--- src/rtl/flush_sequencer.sv ---
// rtl/flush_sequencer.sv - pipeline recovery sequencer: flush, DMEM drain, fetch redirect
//
// Ports:
//   clk, rst                  core clock, asynchronous active-low reset
//   redirect_req_val/rdy/pc/is_trap   recovery request from ROB commit
//   dmem_req_fire, dmem_rec_fire      DMEM request/response handshakes
//   dmem_req_allow            gate for DMEM request ready
//   flush, dmem_rec_discard   registered pipeline flush / response squash
//   pc_sel, rob_pc            registered one-cycle fetch redirect
//   busy, outstanding, err_underflow  status
module flush_sequencer #(
    parameter int CPU_ADDR_BITS   = 32,
    parameter int FLUSH_CYCLES    = 2,
    parameter int MAX_OUTSTANDING = 4,
    localparam int OW             = $clog2(MAX_OUTSTANDING + 1)
) (
    input  logic                     clk,
    input  logic                     rst,
    input  logic                     redirect_req_val,
    output logic                     redirect_req_rdy,
    input  logic [CPU_ADDR_BITS-1:0] redirect_req_pc,
    input  logic                     redirect_req_is_trap,
    input  logic                     dmem_req_fire,
    input  logic                     dmem_rec_fire,
    output logic                     dmem_req_allow,
    output logic                     flush,
    output logic                     dmem_rec_discard,
    output logic [2:0]               pc_sel,
    output logic [CPU_ADDR_BITS-1:0] rob_pc,
    output logic                     busy,
    output logic [OW-1:0]            outstanding,
    output logic                     err_underflow
);

    typedef enum logic [1:0] {
        S_IDLE     = 2'd0,
        S_FLUSH    = 2'd1,
        S_DRAIN    = 2'd2,
        S_REDIRECT = 2'd3
    } state_t;

    localparam logic [OW-1:0] MAX_CNT = OW'(MAX_OUTSTANDING);

    state_t                   state, state_nxt;
    logic [3:0]               fcnt, fcnt_nxt;
    logic [OW-1:0]            out_nxt;
    logic                     underflow_hit;
    logic [CPU_ADDR_BITS-1:0] pc_lat;
    logic                     trap_lat;
    logic                     accept;

    assign redirect_req_rdy = (state == S_IDLE);
    assign busy             = (state != S_IDLE);
    assign dmem_req_allow   = (state == S_IDLE) && (outstanding < MAX_CNT);
    assign accept           = redirect_req_val && redirect_req_rdy;

    // In-flight DMEM count; simultaneous req+rec cancel, including at zero.
    always_comb begin
        out_nxt       = outstanding;
        underflow_hit = 1'b0;
        if (dmem_req_fire && !dmem_rec_fire) begin
            if (outstanding != MAX_CNT)
                out_nxt = outstanding + OW'(1);
        end else if (dmem_rec_fire && !dmem_req_fire) begin
            if (outstanding == '0)
                underflow_hit = 1'b1;
            else
                out_nxt = outstanding - OW'(1);
        end
    end

    always_comb begin
        state_nxt = state;
        fcnt_nxt  = fcnt;
        case (state)
            S_IDLE: begin
                if (accept) begin
                    state_nxt = S_FLUSH;
                    fcnt_nxt  = 4'(FLUSH_CYCLES - 1);
                end
            end
            S_FLUSH: begin
                if (fcnt == 4'd0)
                    state_nxt = (outstanding != '0) ? S_DRAIN : S_REDIRECT;
                else
                    fcnt_nxt = fcnt - 4'd1;
            end
            S_DRAIN: begin
                // A response retiring the last op this cycle already completes the drain.
                if (outstanding == '0 || out_nxt == '0)
                    state_nxt = S_REDIRECT;
            end
            S_REDIRECT: state_nxt = S_IDLE;
            default:    state_nxt = S_IDLE;
        endcase
    end

    // Outputs are registered from the next state so they line up with the state they describe.
    always_ff @(posedge clk or negedge rst) begin
        if (!rst) begin
            state            <= S_IDLE;
            fcnt             <= 4'd0;
            outstanding      <= '0;
            err_underflow    <= 1'b0;
            pc_lat           <= '0;
            trap_lat         <= 1'b0;
            flush            <= 1'b0;
            dmem_rec_discard <= 1'b0;
            pc_sel           <= 3'b000;
            rob_pc           <= '0;
        end else begin
            state            <= state_nxt;
            fcnt             <= fcnt_nxt;
            outstanding      <= out_nxt;
            if (underflow_hit)
                err_underflow <= 1'b1;
            if (accept) begin
                pc_lat   <= redirect_req_pc;
                trap_lat <= redirect_req_is_trap;
            end
            flush            <= (state_nxt == S_FLUSH);
            dmem_rec_discard <= (state_nxt == S_FLUSH) || (state_nxt == S_DRAIN);
            if (state_nxt == S_REDIRECT) begin
                pc_sel <= trap_lat ? 3'b010 : 3'b001;
                rob_pc <= pc_lat;
            end else begin
                pc_sel <= 3'b000;
            end
        end
    end

endmodule

--- config.mk ---
export PLATFORM = sky130hd
export DESIGN_NAME = flush_sequencer
export DESIGN_NICKNAME = d
export VERILOG_FILES = /design/src/rtl/flush_sequencer.sv
export SDC_FILE = /design/constraint.sdc
export NUM_CORES = 1
export LEC_CHECK = 0
export BUFFER_PORTS_ARGS = -buffer_cell sky130_fd_sc_hd__buf_2
export CAP_MARGIN = 20
export CORE_AREA = 2 2 116 118
export CTS_BUF_LIST = sky130_fd_sc_hd__clkbuf_4
export DETAILED_ROUTE_END_ITERATION = 10
export DIE_AREA = 0 0 118 120
export PLACE_DENSITY_LB_ADDON = 0.2
export RECOVER_POWER = 25
export SLEW_MARGIN = 25
export SYNTH_ARGS = -nofsm -noshare
export SYNTH_HDL_FRONTEND = slang
export SYNTH_SLANG_ARGS = --single-unit
--- constraint.sdc ---
create_clock -name clk -period 3.7 [get_ports clk]
set_input_delay 0.74 -clock clk [delete_from_list [all_inputs] [get_ports clk]]
set_output_delay 0.74 -clock clk [all_outputs]
set_load 0.01 [all_outputs]
### After elaboration in Yosys (flattened, before gate mapping)

Index checks and enable logic that the tools add are counted.
W data, S select, Z words.

* output and inout bits: 44
* bits in latches: 0
* ROM bits: 0
* word-level logic and storage cells: 56
* flip-flop bits (word level): 80
* RAM bits: 0
* bits of input ports: 38
* memories kept: 0

* bitwise gates (word level): 0
* equal/unequal tests: 9
* magnitude comparators: 1
* shifts and indexed selects: 0
* add/sub/neg operators: 3
* reduce and logical (&&, ||, !) cells: 16
* $mul: 0
* multiplexer cells: 17
* div/mod/pow operators: 0

Operators by type and width (number)
* $mux W3: 4
* $mux W2: 5
* $eq A2 B2 Y1 const B: 4
* $mux W4: 2
* $pmux W2 S4: 1
* $pmux W4 S2: 1
* $logic_not A3 Y1: 2
* $eq A2 B1 Y1 const B: 2
* $logic_and A1 B1 Y1: 4
* $logic_not A4 Y1: 1
* $mux W1: 4
* $reduce_bool A2 Y1: 2
* $sub A4 B1 Y4 const B: 1
* $add A3 B1 Y3 const B: 1
* $lt A3 B3 Y1 const B: 1
* $ne A3 B3 Y1 const B: 1
* $reduce_and A3 Y1: 1
* $reduce_bool A3 Y1: 1
* $sub A3 B1 Y3 const B: 1
* $logic_not A1 Y1: 2
* $logic_not A2 Y1: 1
* $logic_or A1 B1 Y1: 2
* $ne A2 B1 Y1 const B: 1
* $ne A2 B2 Y1 const B: 1

### Depth between registers and ports, before layout

Gate-level depths: netlist of the first run.

* depth after elaboration: 10
* mapped depth: 11
* gate-level depth less buffers: 9

### Worst setup path before layout of the first run

Ideal clock, no wire load.

* kind: reg2reg
* from: register outstanding[1]
* to: register rob_pc[0]
* data required time: 3.575 ns
* slack: 1.000 ns
* cell stages (with the launch flop): 12
* path buffers: 2
* arrival time: 2.575 ns
* clock period less this slack: 2.700 ns
* library setup time: 0.125 ns
* cells stage by stage: dfrtp_1 > inv_1 > ha_1 > nor2b_1 > nor2_1 > o221ai_2 > o21ai_2 > o41ai_1 > ha_1 > clkbuf_1 > buf_2 > mux2_2

* cells in the longest elaborated chain, start to end: 9
* elaborated cells on any way between the ends: 16
* those cells by class: add/sub (2); eq/ne (2); mux (8); reduce/logical (4)

RTL lines
* from (decl): RTL line 31 `output logic [OW-1:0] outstanding,`
* from (signal assigned): RTL line 114 `outstanding <= out_nxt;`
* $sub A3 B1 Y3 or $logic_not A3 Y1 (tied branches): RTL line 68, 65
* $mux W3: RTL line 65 `if (outstanding == '0)`
* $mux W3: RTL line 64 `end else if (dmem_rec_fire && !dmem_req_fire) begin`
* $mux W3 *: RTL line 61 `if (dmem_req_fire && !dmem_rec_fire) begin`
* net out_nxt[1]: RTL line 46 `logic [OW-1:0] out_nxt;`
* $logic_not A3 Y1 *: RTL line 90 `if (outstanding == '0 || out_nxt == '0)`
* $logic_or A1 B1 Y1 *: RTL line 90
* $mux W2 *: RTL line 90
* $pmux W2 S4 *: RTL line 75 `case (state)`
* $eq A2 B2 Y1 *: RTL line 123 `if (state_nxt == S_REDIRECT) begin`
* to (signal assigned): RTL line 125 `rob_pc <= pc_lat;`
* to (decl): RTL line 29 `output logic [CPU_ADDR_BITS-1:0] rob_pc,`

The timed path passes the listed nets; every way through them passes the cells marked *.
A chain may end at the register's enable or synchronous reset.

### Worst setup path after layout of the first run

* from: register outstanding[1]
* to: register rob_pc[2]

The elaborated chain is that of the path after synthesis.

==> results of run 1 <==
[final cells by class]
type                       instances  area [um2]  area share (%)
clock inverter                     7        30.0           0.776
tap                              176         220            5.69
multi-input combinational        189        1120            28.9
inverter                           8        30.0           0.776
sequential                        79        1980            51.1
clock buffer                       9        67.6            1.75
timing repair buffer              82         428            11.1
[how the worst max path moves through the flow]
stage / from / to / slack, ns / cells after the start
2_1_floorplan: outstanding[1]$_DFF_PN0_ / rob_pc[0]$_DFFE_PN0N_ / 1.00 / 11
4_1_cts: outstanding[1]$_DFF_PN0_ / rob_pc[7]$_DFFE_PN0N_ / 0.82 / 10
5_1_grt: outstanding[1]$_DFF_PN0_ / rob_pc[7]$_DFFE_PN0N_ / 0.59 / 10
3_3_place_gp: dmem_rec_fire / rob_pc[5]$_DFFE_PN0N_ / 0.77 / 9
6_report: outstanding[1]$_DFF_PN0_ / rob_pc[2]$_DFFE_PN0N_ / 0.86 / 10
3_5_place_dp: dmem_rec_fire / rob_pc[6]$_DFFE_PN0N_ / 0.74 / 9
[flip-flops by register name (all words and copies together) (netlist names)]
register and flops:
pc_lat 32, rob_pc 32, fcnt 4, outstanding 3, pc_sel 2, state 2
dmem_rec_discard 1, err_underflow 1, flush 1, trap_lat 1
[worst max-delay path: stages, from the launching register on]
cell      delay (ns)
dfrtp_1         0.46
inv_1           0.12
ha_1            0.27
nor2b_1         0.19
nor2_1          0.07
o221ai_2        0.16
o21ai_2         0.09
o41ai_1         0.37
ha_2            0.39
buf_12          0.24
mux2_2          0.35
[per-layer routing]
layer	track usage [%]	part of all wire, %
met4	4.97	2.1
met3	4.80	6.6
met5	0	0
met2	16.3	43
met1	13.4	48
[power by group through the flow]
stage	registers [mW]	clock network, mW	logic [mW]
after detailed placement	1.50	0	1.24
after global placement	1.48	0	1.23
after CTS	1.48	0.451	1.25
final	1.47	0.415	1.21
after floorplan	1.54	0	0.730
after global routing	1.53	0.491	1.39
[stage by stage]
step           std cells  hold WS [ns]  power, mW  setup slack (ns)  util (%)
2_1_floorplan        288         0.417       2.27              1.00         -
3_3_place_gp         534         0.447       2.71             0.768      29.1
3_5_place_dp         534         0.442       2.74             0.743      29.1
4_1_cts              550         0.422       3.18             0.819      29.8
5_1_grt              550         0.416       3.41             0.592      29.8
6_report             550         0.464       3.10             0.858      29.8
[cells in the mapped netlist, types with 2 or more instances]
library cell / instances
mux2_2: 32
inv_1: 8
a21oi_1: 3
buf_2: 7
nor2b_1: 4
nand2b_1: 2
clkbuf_1: 4
o41ai_1: 2
ha_1: 6
nor2_1: 9
xnor2_1: 3
nand3_1: 2
and2_1: 2
nand2_1: 106
dfrtp_1: 79
o21ai_0: 4
[logic make-up after synthesis]
logic type | after synthesis | synth area share, %
compound gates | 15 | 3.35
xor+xnor | 3 | 0.827
fa+ha+maj | 6 | 2.36
buf+inv | 20 | 2.76
flops | 79 | 62.2
mux | 32 | 11.3
other cells | 1 | 0.118
simple gates | 132 | 17.0
==> impl_metrics.tcl, run 1 <==
set metrics [dict create \
    status "complete, but fails checks" \
    failed_checks "capacitance limit, slew limit" \
    cts_buffers 9 \
    whs_endpoint "pc_sel[0]$_DFF_PN0_" \
    drt_iter0_drc 91 \
    nNetsFinal 413 \
    switchingPower_mw 1.15 \
    netlist-cell-type-count 31 \
    r2r-end "rob_pc[2]$_DFFE_PN0N_" \
    netlist.area_leader.share_pct 62.2 \
    cts_sinks 79 \
    vias 2222 \
    synth_top_area_cell "dfrtp_1" \
    worst_setup_path_end_kind "register" \
    layout-drive-gt1-share_pct 35.6 \
    yosys-top-cells-area "dfrtp_1 (62%), nand2_1 (13%), mux2_2 (11%)" \
    insertion_delay_ns 0.45 \
    track_usage_pct 10.9 \
    routedWlPerCell_um 12.4 \
    ir_drop_v 0.000245 \
    drc 0 \
    ant_nets 0 \
    synth_edf_count 0 \
    cts_tree "built" \
    crit_required_ns 4.04 \
    hold_viol_final 0 \
    leakagePower_nw 2.00 \
    switching_share_pct 37.2 \
    netlist_area_um2 3180 \
    timing.rr.start "outstanding[1]$_DFF_PN0_" \
    layout_commonest_cell "nand2_1" \
    synth-seq-cells 79 \
    ios 82 \
    max-cap-violations 1 \
    fin_crit_ns 2.84 \
    min_path_cells 1 \
    cts_root_buf "clkbuf_4" \
    ff2ff_setup_slack_ns 0.86 \
    critical_path_peak_fanout 27 \
    setup_viol 0 \
    path_class "register to register" \
    num_rows 42 \
    fin_crit_sh_pct 76.8 \
    overflow 0 \
    synth-main-ff-cell "dfrtp_1" \
    syn_inst 288 \
    fmax_mhz 352 \
    worstPathArrival_ns 3.18 \
    cts_max_level 3 \
    gp_congestion 0.700 \
    syn-num-nets 332 \
    synth-async-reset-ratio_pct 100 \
    placed_area_um2 3770 \
    final_cell_mix "nand2_1 (106), dfrtp_1 (79), buf_2 (79)" \
    internal_power_mw 1.95 \
    tns_ns 0 \
    pwr-share-comb_pct 39.2 \
    holdCritStartpoint "trap_lat$_DFFE_PN0P_" \
    r2r_cells 10 \
    antenna_found_initial 0 \
    fin_area_um2 3870 \
    via_per_inst 4.04 \
    dr.pass1.iters 4 \
    syn2layout_area_growth_pct 21.8 \
    max_slew.worst_pin.slew_ns 2.00 \
    n_antenna_cell 0 \
    yosysWarnings 0 \
    grt_pass1_vias 2330 \
    dieWidth_um 118 \
    port_buffers 80 \
    cts_resized 0 \
    power.density_nw_per_um2 801 \
    grt_max_degree 80 \
    wl_um 6840 \
    start_util_pct 24.5 \
    grt_pass1_wl_um 11800 \
    hp-class "register to register" \
    dp_hpwl_um 4380 \
    critPathLaunchType "register" \
    sequentialPowerShare_pct 47.4 \
    floorplan.die_area_um2 14200 \
    rsz0062_at_grt "no" \
    pwr-share-clk_pct 13.4 \
    fill_cells 1420 \
    seq_area_frac_synth_pct 62.2 \
    cts.clk_slew.worst_paths_ns 0.12 \
    core_um2 13000 \
    slew_headroom_pct -33.1 \
    hold_buffers 0 \
    avgSynthCellArea_um2 11.0 \
    slew_viol_final 80 \
    die_y_um 120 \
    fin_worst_skew_ns 0.00546 \
    clk_path_buf_depth 2 \
    cts_setup_buffers 0 \
]
Note: power is estimated with default switching activity, not from simulation.
==> run 2, diff against run 1 <==
ABC_AREA = 1   (was default)
CORE_AREA = 2 2 117 119   (was 2 2 116 118)
DIE_AREA = 0 0 119 121   (was 0 0 118 120)
clock period = 2.6 ns   (was 3.7 ns; I/O delays follow)
==> run 2 against run 1 <==
Compared with the run above:
- the run still ends with capacitance limit, slew limit left
- synthesized cell count increased by 30%
- maximum frequency grew 27%
- via count grew 12%
- hold slack worse by 0.17 ns
- power rose by 52%
- largest cell class unchanged
- routed wire length is 8.6% higher
- design area increased by 3.5%
- non-clock buffer count is 2 higher
==> impl_metrics.tcl, run 2 <==
set metrics [dict create \
    yosys-top-cells-area "dfrtp_1 (61%), nand2_1 (25%), ha_1 (2.3%)" \
    avgSynthCellArea_um2 8.59 \
    fmax_mhz 448 \
    syn_inst 375 \
    r2r-end "rob_pc[30]$_DFFE_PN0N_" \
    cts_sinks 79 \
    ant_nets 0 \
    critical_path_peak_fanout 33 \
    num_rows 42 \
    ir_drop_v 0.000331 \
    syn2layout_area_growth_pct 24.3 \
    min_path_cells 3 \
    seqCellArea_um2 1980 \
    r2r_cells 16 \
    hold_viol_final 0 \
    wl_um 7430 \
    cts_tree "built" \
    switchingPower_mw 1.88 \
    dieWidth_um 119 \
    tns_ns 0 \
    status "complete, but fails checks" \
    slew_viol_final 39 \
    start_util_pct 24.6 \
    synth-main-ff-cell "dfrtp_1" \
    drt_iter0_drc 108 \
    drc 0 \
    synth_most_common_cell "nand2_1" \
    antenna_found_initial 1 \
    cts.clk_slew.worst_paths_ns 0.14 \
    pwr-share-comb_pct 38.8 \
    fin_crit_sh_pct 85.9 \
    sequentialPowerShare_pct 43.6 \
    critPathLaunchType "register" \
    yosysWarnings 0 \
    cts_root_buf "clkbuf_4" \
    synthTopCellsByCount "nand2_1 (214), dfrtp_1 (79), inv_1 (18)" \
    gp_congestion 0.803 \
    max_slew.worst_pin.slew_ns 2.17 \
    setup_viol 0 \
    hold_buffers 0 \
    switching_share_pct 39.9 \
    cp-startpoint "outstanding[0]$_DFF_PN0_" \
    netlist-cell-type-count 22 \
    synth-seq-cells 79 \
    synth-async-reset-ratio_pct 100 \
    pwr-share-clk_pct 17.6 \
    netlist.area_leader.share_pct 61.4 \
    nNetsFinal 500 \
    final_cell_mix "nand2_1 (214), dfrtp_1 (79), buf_2 (79)" \
    crit_required_ns 2.94 \
    insertion_delay_ns 0.41 \
    utilization_pct 30.6 \
    timing.rr.start "outstanding[0]$_DFF_PN0_" \
    leakagePower_nw 2.28 \
    syn-num-nets 419 \
    fill_cells 1423 \
    fin_crit_ns 2.23 \
    track_usage_pct 11.1 \
    core_um2 13100 \
    ff2ff_setup_slack_ns 0.37 \
    floorplan.die_area_um2 14400 \
    grt_pass1_vias 2515 \
    grt_pass1_wl_um 12400 \
    rsz0062_at_grt "no" \
    top_regs "pc_lat x32, rob_pc x32, fcnt x4" \
    cts_max_level 3 \
    max-cap-violations 1 \
    die_y_um 121 \
    slew_headroom_pct -44.9 \
    port_buffers 80 \
    worstPathArrival_ns 2.58 \
    overflow 0 \
    multi_input_area_um2 1100 \
    holdCritStartpoint "redirect_req_pc[12]" \
    whs_endpoint "pc_lat[12]$_DFFE_PN0P_" \
    grt_max_degree 42 \
    layout_commonest_cell "nand2_1" \
    vias 2481 \
    internal_power_mw 2.83 \
    cts_resized 0 \
    ios 82 \
    hp-class "input port to register" \
    synth_edf_count 0 \
    layout-drive-gt1-share_pct 24.7 \
    seq_area_frac_synth_pct 61.4 \
    cts_buffers 9 \
    clk_path_buf_depth 2 \
    worst_setup_path_end_kind "register" \
    dr.pass1.iters 5 \
    path_class "register to register" \
    failed_checks "capacitance limit, slew limit" \
    synth_top_area_cell "dfrtp_1" \
    netlist_area_um2 3220 \
    fin_worst_skew_ns 0.0193 \
    cts_setup_buffers 0 \
    dp_hpwl_um 4940 \
    power.density_nw_per_um2 1170 \
    routedWlPerCell_um 11.6 \
    via_per_inst 3.89 \
]
## run 2: how the worst max path moves through the flow
stage / endpoint / slack, ns / cells after the start
finish: rob_pc[30]$_DFFE_PN0N_ / 0.37 / 16
global route: rob_pc[0]$_DFFE_PN0N_ / 0.03 / 16
floorplan: rob_pc[17]$_DFFE_PN0N_ / 0.33 / 18
global placement: rob_pc[19]$_DFFE_PN0N_ / 0.43 / 16
CTS: rob_pc[30]$_DFFE_PN0N_ / 0.32 / 16
detailed placement: rob_pc[30]$_DFFE_PN0N_ / 0.37 / 16
## run 2: routing by layer
layer / wire, um / vias up / global-route usage, %
met5: 0 / - / 0
met3: 236 / 7 / 2.21
met1: 3680 / 1124 / 14.5
li1: - / 1297 / -
met4: 107 / 0 / 4.91
met2: 3400 / 53 / 17.8
## run 2: per-stage QoR
stage | cells | setup WS, ns | power, mW | hold slack (ns) | instance area, um2
3_3_place_gp | 621 | 0.432 | 3.92 | 0.450 | 3840
3_5_place_dp | 621 | 0.368 | 3.96 | 0.455 | 3840
5_1_grt | 638 | 0.0313 | 5.19 | 0.253 | 4000
2_1_floorplan | 375 | 0.327 | 3.25 | 0.224 | 3220
6_report | 638 | 0.366 | 4.70 | 0.289 | 4000
4_1_cts | 637 | 0.315 | 4.81 | 0.0502 | 4010
## run 2: cell families after synthesis
| family | share of synthesized area [%] |
|---|---|
| buf+inv | 4.43 |
| flops | 61.4 |
| simple gates | 30.2 |
| fa+ha+maj | 2.33 |
| other cells | 0.116 |
| compound gates | 1.59 |
## run 2: area by class of cell
cell class | count | area share [%]
multi-input combinational | 260 | 27.5
antenna | 1 | 0.0625
timing repair buffer | 84 | 11.3
clock inverter | 7 | 2.44
clock buffer | 9 | 1.69
sequential | 79 | 49.4
tap | 176 | 5.50
inverter | 22 | 2.06
## run 2: worst max-delay path, cell delays in order (launching register included)
cell	delay [ns]
dfrtp_1	0.43
inv_1	0.11
ha_1	0.23
nand2_1	0.12
nand3_1	0.12
nand2_1	0.06
nand2_1	0.07
nand2_2	0.06
inv_2	0.05
nand3_2	0.06
nand2_1	0.06
nand2_1	0.06
nand2_1	0.06
ha_1	0.16
buf_4	0.35
nand2_1	0.09
nand2_1	0.09
## run 2: power groups by stage
stage	sequential (mW)	clock, mW	combinational (mW)
floorplan	2.15	0	1.10
global placement	2.08	0	1.84
global route	2.13	0.924	2.13
CTS	2.06	0.867	1.88
detailed placement	2.09	0	1.87
finish	2.05	0.829	1.82
==> run 3, diff against run 2 <==
REMOVE_ABC_BUFFERS = 1   (was default)
==> run 3 against run 2 <==
Compared with the run above:
- the flow now finishes without violations
- critical path depth stayed put
- clock-buffer cell count unchanged
- design area shrank 1.2%
- largest power group unchanged
- highest routed layer unchanged
==> impl_metrics.tcl, run 3 (synthesis results as in run 2) <==
set metrics [dict create \
    cp-startpoint "outstanding[0]$_DFF_PN0_" \
    fill_cells 1418 \
    fin_worst_skew_ns 0.0166 \
    ios 82 \
    tns_ns 0 \
    whs_ns 0.285 \
    worstPathArrival_ns 2.62 \
    final_cell_mix "nand2_1 (214), dfrtp_1 (79), buf_2 (79)" \
    path_class "register to register" \
    overflow 0 \
    gp_congestion 0.769 \
    cts_resized 0 \
    grt_max_degree 53 \
    top_layer_used "met4" \
    holdCritStartpoint "redirect_req_pc[15]" \
    placed_area_um2 3830 \
    grt_pass1_vias 2576 \
    num_rows 42 \
    vias 2527 \
    path_cells "inv_1 -> ha_1 -> inv_1 -> nor2_1 -> nand2_1 -> nand2_1 -> nor2_1 -> nor2_4 -> nand3_2 -> nand2_1 -> nand2_1 -> nand2_1 -> ha_1 -> buf_4 -> nand2_1 -> nand2_1" \
    port_buffers 80 \
    switchingPower_mw 1.89 \
    wl_met1_um 3380 \
    met3_wirelength_um 388 \
    slew_viol_final 0 \
    fin_area_um2 3960 \
    cts_setup_buffers 0 \
    max_slew.worst_pin.slew_ns 1.28 \
    fmax_mhz 442 \
    ir_drop_v 0.000499 \
    cts_tree "built" \
    slew_headroom_pct 14.7 \
    dp_hpwl_um 5110 \
    utilization_pct 30.2 \
    die_y_um 121 \
    timing.rr.start "outstanding[0]$_DFF_PN0_" \
    cts_buffers 9 \
    rsz0062_at_grt "no" \
    hold_buffers 0 \
    power.density_nw_per_um2 1150 \
    cts_root_buf "clkbuf_4" \
    cpPeakStageDelay_ns 0.43 \
    track_usage_pct 11.0 \
    dr.pass1.iters 4 \
    clk_path_buf_depth 2 \
    wl_um 7440 \
    floorplan.die_area_um2 14400 \
    max-cap-violations 0 \
    multi_input_area_um2 1100 \
    routedWlPerCell_um 11.7 \
    cts.clk_slew.worst_paths_ns 0.14 \
    sequentialPowerShare_pct 45.3 \
    core_um2 13100 \
    nNetsFinal 501 \
    layout-drive-gt1-share_pct 24.9 \
    ant_nets 0 \
    hp-class "input port to register" \
    seqCellArea_um2 1980 \
    layout_commonest_cell "nand2_1" \
    finalWorstSetupSlack_ns 0.339 \
    grt_pass1_wl_um 12500 \
    setup_viol 0 \
    via_per_inst 3.96 \
    critical_path_peak_fanout 33 \
    pwr-share-comb_pct 40.3 \
    critPathLaunchType "register" \
    leakagePower_nw 2.26 \
    antenna_found_initial 0 \
    syn2layout_area_growth_pct 22.8 \
    internal_power_mw 2.64 \
    start_util_pct 24.6 \
    top_regs "pc_lat x32, rob_pc x32, fcnt x4" \
    pre_cts_slack_ns 0.365 \
    dieWidth_um 119 \
    crit_buf_inv 3 \
    crit_required_ns 2.96 \
    cts_sinks 79 \
    insertion_delay_ns 0.42 \
    fin_crit_sh_pct 87.0 \
    crit_family "simple AND/OR/NAND/NOR gates" \
    drt_iter0_drc 156 \
    drc 0 \
    hold_viol_final 0 \
    cts_max_level 3 \
    cpMaxStageDelayCell "dfrtp_1" \
    worst_setup_path_end_kind "register" \
    switching_share_pct 41.7 \
    pwr-share-clk_pct 14.4 \
    n_antenna_cell 0 \
    status "complete, no violations" \
    fin_crit_ns 2.26 \
    wl_met2_um 3580 \
    crit_top_cell "nand2_1" \
]
run 3: cell count changes in the layout (fill, tap and decap cells not counted):
cell and delta:
buf_4 +2, bufinv_16 -2, buf_12 -1, clkbuf_1 -1, clkbuf_2 +1, clkinv_1 +1
clkinv_2 -1, diode_2 -1, inv_6 +1, inv_8 +1
run 3: routing by layer:
| layer | up-vias | GRT usage (%) |
|---|---|---|
| li1 | 1292 | - |
| met1 | 1169 | 13.5 |
| met2 | 57 | 18.7 |
| met3 | 9 | 3.24 |
| met4 | 0 | 3.57 |
| met5 | - | 0 |
run 3: worst reg2reg max path, cell delays in order, from the launching register on:
cell     delay, ns
dfrtp_1       0.43
inv_1         0.11
ha_1          0.23
inv_1         0.06
nor2_1        0.13
nand2_1       0.09
nand2_1       0.07
nor2_1        0.06
nor2_4        0.09
nand3_2       0.06
nand2_1       0.06
nand2_1       0.06
nand2_1       0.06
ha_1          0.16
buf_4         0.35
nand2_1       0.10
nand2_1       0.08
run 3: layout make-up:
class | count | share of cell area, %
flip-flops and latches | 79 | 50.0
multi-input cells | 260 | 27.9
repair buffers | 85 | 11.4
well taps | 176 | 5.57
inverters | 22 | 2.09
clock buffers | 9 | 1.71
clock inverters | 7 | 1.42
run 3: worst paths after layout:
path / to / slack [ns] / cells past startpoint
worst max register to register: rob_pc[14]$_DFFE_PN0N_ / 0.34 / 16
worst min-delay path: pc_lat[15]$_DFFE_PN0P_ / 0.28 / 3
worst min register to register: pc_sel[0]$_DFF_PN0_ / 0.47 / 1
max in group asynchronous: pc_lat[22]$_DFFE_PN0P_ / 1.34 / 2
min in group asynchronous: rob_pc[27]$_DFFE_PN0N_ / 0.36 / 1
worst max-delay path: rob_pc[14]$_DFFE_PN0N_ / 0.34 / 16
run 3: power by group through the flow:
stage | logic [mW] | clock network (mW) | registers [mW]
floorplan | 1.06 | 0 | 2.15
global placement | 1.84 | 0 | 2.07
detailed placement | 1.87 | 0 | 2.09
CTS | 1.87 | 0.697 | 2.06
global route | 2.13 | 0.735 | 2.13
finish | 1.83 | 0.652 | 2.05
run 3: through the flow:
stage / total power, mW / instances
final: 4.53 / 638
after global routing: 5.00 / 638
after CTS: 4.63 / 638
after detailed placement: 3.95 / 622
after global placement: 3.91 / 622
after floorplan: 3.21 / 361
